<file path="src/rtl/cpu_pkg.sv">
// Shared CPU definitions: bus width defaults and the MEM-stage sequencer state encoding.
package cpu_pkg;

  localparam int CPU_DATA_WIDTH = 16;
  localparam int CPU_ADDR_WIDTH = 16;

  typedef enum logic [1:0] {
    IDLE = 2'd0,
    BUSY = 2'd1,
    DONE = 2'd2
  } mem_state_t;

endpackage

</file>
<file path="src/rtl/mem_timeout_cnt.sv">
// Saturating wait-cycle counter; expire flags the last BUSY cycle allowed before a timeout.
module mem_timeout_cnt #(
  parameter int TIMEOUT = 15
) (
  input  logic clk,
  input  logic rst,
  input  logic clear,
  input  logic enable,
  output logic expire
);

  localparam int CW = $clog2(TIMEOUT + 1);
  localparam logic [CW-1:0] CNT_LAST = CW'(TIMEOUT - 1);
  localparam logic [CW-1:0] CNT_MAX  = CW'(TIMEOUT);

  logic [CW-1:0] cnt_q, cnt_d;

  always_comb begin
    cnt_d = cnt_q;
    if (clear) begin
      cnt_d = '0;
    end else if (enable && (cnt_q != CNT_MAX)) begin
      cnt_d = cnt_q + 1'b1;
    end
  end

  always_ff @(posedge clk or posedge rst) begin
    if (rst) begin
      cnt_q <= '0;
    end else begin
      cnt_q <= cnt_d;
    end
  end

  assign expire = (cnt_q == CNT_LAST);

endmodule

</file>
<file path="src/rtl/mem_stall_ctrl.sv">
// MEM-stage data-memory sequencer: freezes the pipeline while a req/ack access is
// outstanding and presents load data during the single release (DONE) cycle.
module mem_stall_ctrl
  import cpu_pkg::*;
#(
  parameter int DATA_WIDTH = CPU_DATA_WIDTH,
  parameter int ADDR_WIDTH = CPU_ADDR_WIDTH,
  parameter int TIMEOUT    = 15
) (
  input  logic                  clk,
  input  logic                  rst,
  input  logic                  MemReadM,
  input  logic                  MemWriteM,
  input  logic [ADDR_WIDTH-1:0] addrM,
  input  logic [DATA_WIDTH-1:0] wdataM,
  output logic                  mem_req,
  output logic                  mem_we,
  output logic [ADDR_WIDTH-1:0] mem_addr,
  output logic [DATA_WIDTH-1:0] mem_wdata,
  input  logic                  mem_ack,
  input  logic [DATA_WIDTH-1:0] mem_rdata,
  output logic                  stop,
  output logic [DATA_WIDTH-1:0] rdataM,
  output logic                  mem_err
);

  mem_state_t            state_q, state_d;
  logic                  mem_req_q, mem_req_d;
  logic                  mem_we_q, mem_we_d;
  logic [ADDR_WIDTH-1:0] mem_addr_q, mem_addr_d;
  logic [DATA_WIDTH-1:0] mem_wdata_q, mem_wdata_d;
  logic [DATA_WIDTH-1:0] rdata_q, rdata_d;
  logic                  mem_err_q, mem_err_d;
  logic                  access;
  logic                  stop_c;
  logic                  cnt_clear, cnt_en, cnt_expire;

  // A store wins when both controls are high, since mem_we latches MemWriteM.
  assign access = MemReadM | MemWriteM;

  mem_timeout_cnt #(
    .TIMEOUT (TIMEOUT)
  ) u_timeout_cnt (
    .clk    (clk),
    .rst    (rst),
    .clear  (cnt_clear),
    .enable (cnt_en),
    .expire (cnt_expire)
  );

  always_comb begin
    state_d     = state_q;
    mem_req_d   = mem_req_q;
    mem_we_d    = mem_we_q;
    mem_addr_d  = mem_addr_q;
    mem_wdata_d = mem_wdata_q;
    rdata_d     = rdata_q;
    mem_err_d   = 1'b0;
    cnt_clear   = 1'b0;
    cnt_en      = 1'b0;
    stop_c      = 1'b0;
    unique case (state_q)
      IDLE: begin
        if (access) begin
          stop_c      = 1'b1;
          mem_addr_d  = addrM;
          mem_wdata_d = wdataM;
          mem_we_d    = MemWriteM;
          mem_req_d   = 1'b1;
          cnt_clear   = 1'b1;
          state_d     = BUSY;
        end
      end
      BUSY: begin
        stop_c = 1'b1;
        cnt_en = 1'b1;
        // An ack in the final allowed cycle beats the timeout.
        if (mem_ack) begin
          if (!mem_we_q) rdata_d = mem_rdata;
          mem_req_d = 1'b0;
          state_d   = DONE;
        end else if (cnt_expire) begin
          if (!mem_we_q) rdata_d = '0;
          mem_err_d = 1'b1;
          mem_req_d = 1'b0;
          state_d   = DONE;
        end
      end
      // Release cycle: the frozen instruction advances, so its still-high
      // access controls must not start a second transaction.
      DONE: state_d = IDLE;
      default: state_d = IDLE;
    endcase
  end

  always_ff @(posedge clk or posedge rst) begin
    if (rst) begin
      state_q     <= IDLE;
      mem_req_q   <= 1'b0;
      mem_we_q    <= 1'b0;
      mem_addr_q  <= '0;
      mem_wdata_q <= '0;
      rdata_q     <= '0;
      mem_err_q   <= 1'b0;
    end else begin
      state_q     <= state_d;
      mem_req_q   <= mem_req_d;
      mem_we_q    <= mem_we_d;
      mem_addr_q  <= mem_addr_d;
      mem_wdata_q <= mem_wdata_d;
      rdata_q     <= rdata_d;
      mem_err_q   <= mem_err_d;
    end
  end

  assign mem_req   = mem_req_q;
  assign mem_we    = mem_we_q;
  assign mem_addr  = mem_addr_q;
  assign mem_wdata = mem_wdata_q;
  assign rdataM    = rdata_q;
  assign mem_err   = mem_err_q;
  assign stop      = stop_c;

endmodule

</file>
<file path="config.mk">
export PLATFORM = sky130hd
export DESIGN_NAME = mem_stall_ctrl
export DESIGN_NICKNAME = d
export VERILOG_FILES = /design/src/rtl/cpu_pkg.sv /design/src/rtl/mem_timeout_cnt.sv /design/src/rtl/mem_stall_ctrl.sv
export SDC_FILE = /design/constraint.sdc
export NUM_CORES = 1
export LEC_CHECK = 0
export CORE_ASPECT_RATIO = 1.25
export CORE_UTILIZATION = 37
export CTS_CLUSTER_SIZE = 10
export DETAILED_ROUTE_END_ITERATION = 16
export GPL_ROUTABILITY_DRIVEN = 0
export HOLD_SLACK_MARGIN = 0.15
export PLACE_DENSITY_LB_ADDON = 0.3
export SLEW_MARGIN = 20
export SYNTH_ARGS = -nofsm -noshare
export SYNTH_HDL_FRONTEND = slang
export SYNTH_SLANG_ARGS = --single-unit
</file>
<file path="constraint.sdc">
create_clock -name clk -period 2 [get_ports clk]
set_clock_uncertainty 0.2 [all_clocks]
set_input_delay 0.4 -clock clk [delete_from_list [all_inputs] [get_ports clk]]
set_output_delay 0.4 -clock clk [all_outputs]
set_load 0.005 [all_outputs]
</file>
# Word level (Yosys, flattened, before mapping)
# Cells that the tools add are included.
[totals]
reg_bits = 57
input_bits = 53
output_inout_bits = 52
[classes]
addsub = 1
n_eq_ne = 5
n_mux = 21
bitwise = 2
n_reduce_logical = 9
[ops]
columns = ["operator", "count"]
rows = [
  ["2-to-1 mux 16 bit", 4],
  ["2-to-1 mux 1 bit", 9],
  ["2-to-1 mux 4 bit", 2],
  ["2-to-1 mux 2 bit", 3],
  ["AND reduction 3 bit", 2],
  ["nonzero test 2 bit", 3],
  ["adder 4 x 1 -> 4 bit, second input constant", 1],
  ["equality test 4 bit, second input constant", 1],
  ["inequality test 4 bit, second input constant", 1],
  ["one-hot mux 1 bit (2 select lines)", 2],
  ["one-hot mux 2 bit (2 select lines)", 1],
  ["AND reduction 2 bit", 2],
  ["inequality test 3 bit, second input constant", 1],
  ["equality test 2 x 1 -> 1 bit, second input constant", 1],
  ["zero test 2 bit", 1],
  ["inequality test 2 bit, second input constant", 1],
  ["logical AND 1 bit", 1],
  ["inverter 1 bit", 1],
  ["OR 1 bit", 1],
]

# Longest topological paths before layout
[depth]
depth_word = 5
ltp_mapped = 7
ltp_nobuf = 5

# Hierarchy
# Synthesis repeated with hierarchy kept, for this count alone.
[unflattened]
cells_unflattened = 179
area_unflattened_um2 = 2378.5
[modules_own_cells]
columns = ["module", "instances", "cells_each", "area_each_um2", "seq_area_each_um2"]
rows = [
  ["mem_stall_ctrl", 1, 157, 2148.3, 1326.3],
  ["mem_timeout_cnt", 1, 22, 230.2, 100.1],
]

# Worst setup path before layout
# OpenSTA, ideal clock, no wires.
[synth_timing]
path_type = "flip-flop to flip-flop"
startpoint = "register u_timeout_cnt.cnt_q[0]"
endpoint = "register rdata_q[0] (netlist: rdataM[0])"
t_arrival_ps = 1464
required_time_ps = 1679
slack_ps = 215
path_stages_with_launch = 8
path_buffers = 2
period_less_slack_ps = 1785
cell_sequence = "dfrtp_1 -> inv_1 -> ha_1 -> a31oi_1 -> or3_4 -> buf_6 -> buf_8 -> a22o_1"
[synth_between]
elab_chain_len = 3
[synth_lines]
columns = ["element", "line_no", "rtl"]
rows = [
  ["from (decl)", "mem_timeout_cnt.sv:16", "logic [CW-1:0] cnt_q, cnt_d;"],
  ["from (signal assigned)", "mem_timeout_cnt.sv:31", "cnt_q <= cnt_d;"],
  ["equality test 4 bit", "mem_timeout_cnt.sv:35", "assign expire = (cnt_q == CNT_LAST);"],
  ["nonzero test 2 bit (no source line)", "-", ""],
  ["AND reduction 3 bit (no source line)", "-", ""],
  ["to (signal assigned)", "mem_stall_ctrl.sv:111", "rdata_q <= rdata_d;"],
  ["to (decl)", "mem_stall_ctrl.sv:32", "logic [DATA_WIDTH-1:0] rdata_q, rdata_d;"],
]
# Every way passes these cells.
# A chain may end at the register's enable or synchronous reset.

# Final worst setup path
[layout_timing]
startpoint = "input MemWriteM"
endpoint = "output stop"
[layout_between]
elab_chain_len = 3
[layout_lines]
columns = ["element", "line_no", "rtl"]
rows = [
  ["from (decl)", "mem_stall_ctrl.sv:13", "input logic MemWriteM,"],
  ["OR 1 bit", "mem_stall_ctrl.sv:39", "assign access = MemReadM | MemWriteM;"],
  ["2-to-1 mux 1 bit", "mem_stall_ctrl.sv:64", "if (access) begin"],
  ["one-hot mux 1 bit (2 select lines)", "mem_stall_ctrl.sv:62", "unique case (state_q)"],
  ["to (decl)", "mem_stall_ctrl.sv:22", "output logic stop,"],
]
# Every way passes these cells.

==> run_results.csv <==
group,metric,value,unit
synth,avgSynthCellArea,14.7,um2
synth,synthDistinctLibCells,28,
route,drcViolationCount,0,
global_routing,overflow,0,
critical_path,critPathKind,"primary input to primary output",
global_routing,busiest_layer,"met2",
timing,max_freq,523,MHz
synth,syn_nets,208,
timing,postLayoutSetupSlackWorst,0.0866,ns
timing,relSlewSlack,55.1,%
synth,synth_simple_gate_area_share,6.40,%
critical_path,r2r-start,"u_timeout_cnt.cnt_q[0]",
global_routing,antenna_found_initial,0,
synth,syn_area,2250,um2
synth,synth-compound-area-share,9.46,%
timing,worst_pin_slew,0.674,ns
pwr,vdd_drop_max,0.000760,V
critical_path,r2r_slack,0.21,ns
clock_tree,postCtsSetupRepairBufs,0,
synth,synth.most_common_cell,"dfrtp_1",
route,dr.pass1.iters,6,
global_routing,met3_usage,7.22,%
critical_path,endpoint_kind,"primary output",
critical_path,start_kind,"primary input",
synth,ys_warn_count,0,
global_routing,grt_max_degree,35,
synth,synth-edff-count,0,
min_path,hp-class,"primary input to asynchronous set/reset pin",
route,drt_iter0_markers,97,
clock_tree,cts_buffers,9,
synth,synth_common_cells,"dfrtp_1 (57), mux2_2 (32), a22o_1 (11)",
timing,fin_setup_tns,0,ns
floorplanning,core_area,5820,um2
clock_tree,cts_buffer_depth,2,
floorplanning,dieWidth,71.7,um
clock_tree,cts-root-buf,"clkbuf_8",
global_routing,grt_first_pass_wirelength,7.53,mm
route,routed-via-count,1713,
critical_path,critPathMaxStageDelay,0.45,ns
critical_path,r2r_end,"rdataM[14]",
clock_tree,clkSlewWorstSetupHoldPaths,0.07,ns
timing,hold_ws,0.237,ns
synth,synth_xor_area_share,0,%
critical_path,cp_data_required_time,1.40,ns
global_routing,grt_usage,15.9,%
route,routed_wl,4.94,mm
clock_tree,holdBufCountCts,0,
floorplanning,ios,105,
route,wl_per_cell,14.4,um
timing,finalCriticalPeriod,1.91,ns
route,viasPerCell,4.99,
pwr,power,5.39,mW
synth,muxShareOfSynthArea,16.0,%
synth,netlist_instances,153,
floorplanning,fp.dieH,89.2,um
place,pre_cts_ws,-0.207,ns
critical_path,crit_chain,"clkdlybuf4s50_1 -> nor3_2 -> nor2_1 -> dlygate4sd2_1",
job,max-cap-violations,0,
clock_tree,clk_latency,0.32,ns
cells_and_area,nets,327,
clock_tree,cts_tree,"yes",
synth,ys_seq_area_share,63.4,%
critical_path,critPathSlowestCell,"clkdlybuf4s50_1",
global_routing,grt_pass1_vias,1652,
outcome,outcome,"finished, final reports clean",
synth,synthFlopType,"dfrtp_1",
critical_path,ff2ff_path_depth,5,
cells_and_area,antenna_cells,0,
clock_tree,h-tree-depth,3,
cells_and_area,areaGrowthSynthToFinish,60.8,%
timing,setup_violations,0,
floorplanning,rows,31,
critical_path,cp_top_family,"buffers and inverters",
pwr,total_leakage_power,1.56,nW
synth,synth-adder-area-share,1.11,%
timing,rsz0062_at_grt,"false",
clock_tree,clock-sinks,57,
synth,synth_top_family_by_area,"multiplexers",
critical_path,cp.arrival,1.31,ns
critical_path,worstPathMaxFanout,3,
global_routing,grt_util_met2,25.7,%
synth,synthArstFlopShare,100,%
synth,yosys.area.top_type,"dfrtp_1",
global_routing,grt_util_met1,18.2,%
synth,synth-seq-cells,57,
cells_and_area,drive_gt1_share,26.0,%
place,hpwl,3.48,mm
place,io_buffers,104,
pwr,power_density,1490,nW/um2
floorplanning,die_area,6390,um2
route,ant_nets,0,
timing,hold_viol_final,0,
synth,yosysTopAreaCellShare,63.4,%
timing,fin_crit_sh,95.7,%
timing,slew_viol_final,0,
synth,synth_area_leaders,"dfrtp_1 (63%), mux2_2 (16%), a22o_1 (4.3%)",
floorplanning,start_util,38.6,%
critical_path,path_buf_inv,2,
[routing by layer]
metal / part of all wire (%) / vias up
li1: - / 800
met1: 43 / 827
met2: 47 / 82
met3: 9.3 / 4
met4: 1.0 / 0
met5: 0 / -
[timing repair]
item,CTS,global route
gates resized for setup,1,3
setup endpoints to repair,1,17
pin swaps,0,1
[cell families after synthesis]
logic type	Yosys count
DFF	57
AOI/OAI and AO/OA	26
and+or+nand+nor	25
buffers and inverters	11
muxes	32
adders and majority gates	2
[final cells by class]
cell class                      instances  area [um2]
Clock buffer                           10         138
Clock inverter                          6        57.6
Fill cell                             469        2200
Inverter                                4        15.0
Multi-Input combinational cell         85         759
Sequential cell                        57        1430
Tap cell                               66        82.6
Timing Repair Buffer                  115        1140
[placed cells by master, fill, tap and decap left out]
| cell type | Yosys | routed |
|---|---|---|
| nor4_1 | 1 | 1 |
| or3_4 | 1 | 1 |
| nor3_4 | 0 | 1 |
| dlymetal6s2s_1 | 0 | 1 |
| a211oi_1 | 1 | 1 |
| bufinv_16 | 0 | 1 |
| a22o_1 | 11 | 11 |
| a21oi_1 | 3 | 3 |
| and3_1 | 1 | 1 |
| dfrtp_1 | 57 | 57 |
| nand3_1 | 4 | 4 |
| clkinvlp_4 | 0 | 1 |
| buf_4 | 3 | 10 |
| nand2b_1 | 1 | 1 |
| o31a_2 | 1 | 1 |
| mux2_2 | 32 | 32 |
| inv_2 | 0 | 1 |
| nor2_1 | 6 | 6 |
| inv_1 | 4 | 3 |
| a31oi_1 | 1 | 1 |
| nand2_1 | 3 | 3 |
| clkdlybuf4s50_1 | 0 | 102 |
| clkbuf_8 | 0 | 10 |
| dlygate4sd2_1 | 0 | 1 |
| and4_1 | 1 | 1 |
| o21ai_0 | 2 | 2 |
| buf_12 | 0 | 1 |
| nor3b_4 | 0 | 1 |
| nor3_1 | 4 | 3 |
| clkinv_2 | 0 | 4 |
| and2b_2 | 1 | 1 |
| a22o_2 | 6 | 6 |
| o21a_1 | 1 | 1 |
| ha_1 | 2 | 2 |
| nor3_2 | 1 | 1 |
[per-stage QoR]
stage	instance area (um2)	instances	utilization [%]
6_report	3620	343	62.2
3_3_place_gp	3410	327	58.6
3_5_place_dp	3410	327	58.6
4_1_cts	3600	343	61.9
2_1_floorplan	2250	153	-
5_1_grt	3620	343	62.2
[sequential cells by signal, summed over array words and instances, names as in the netlist]
name                 flops
mem_addr                16
mem_wdata               16
rdataM                  16
u_timeout_cnt.cnt_q      4
state_q                  2
mem_err                  1
mem_req                  1
mem_we                   1
[worst reg2reg max path: stages (launching register included)]
cell,delay (ns)
dfrtp_1,0.41
inv_1,0.09
ha_1,0.18
a31oi_1,0.12
or3_4,0.45
a22o_2,0.24
[worst max-delay path by stage]
stage	from	depth (start not counted)	to
2_1_floorplan	rst	1	mem_addr[0]
3_3_place_gp	mem_ack	3	rdataM[14]
3_5_place_dp	mem_ack	3	rdataM[14]
4_1_cts	MemWriteM	4	stop
5_1_grt	MemWriteM	4	stop
6_report	MemWriteM	4	stop
[power breakdown]
| part | switching, mW | leakage [nW] | internal [mW] |
|---|---|---|---|
| Clock | 0.443 | 0.102 | 0.599 |
| Sequential | 0.299 | 0.688 | 1.70 |
| Combinational | 0.755 | 0.772 | 1.60 |
| Total | 1.50 | 1.56 | 3.90 |
Note: power is estimated with default switching activity, not from simulation.
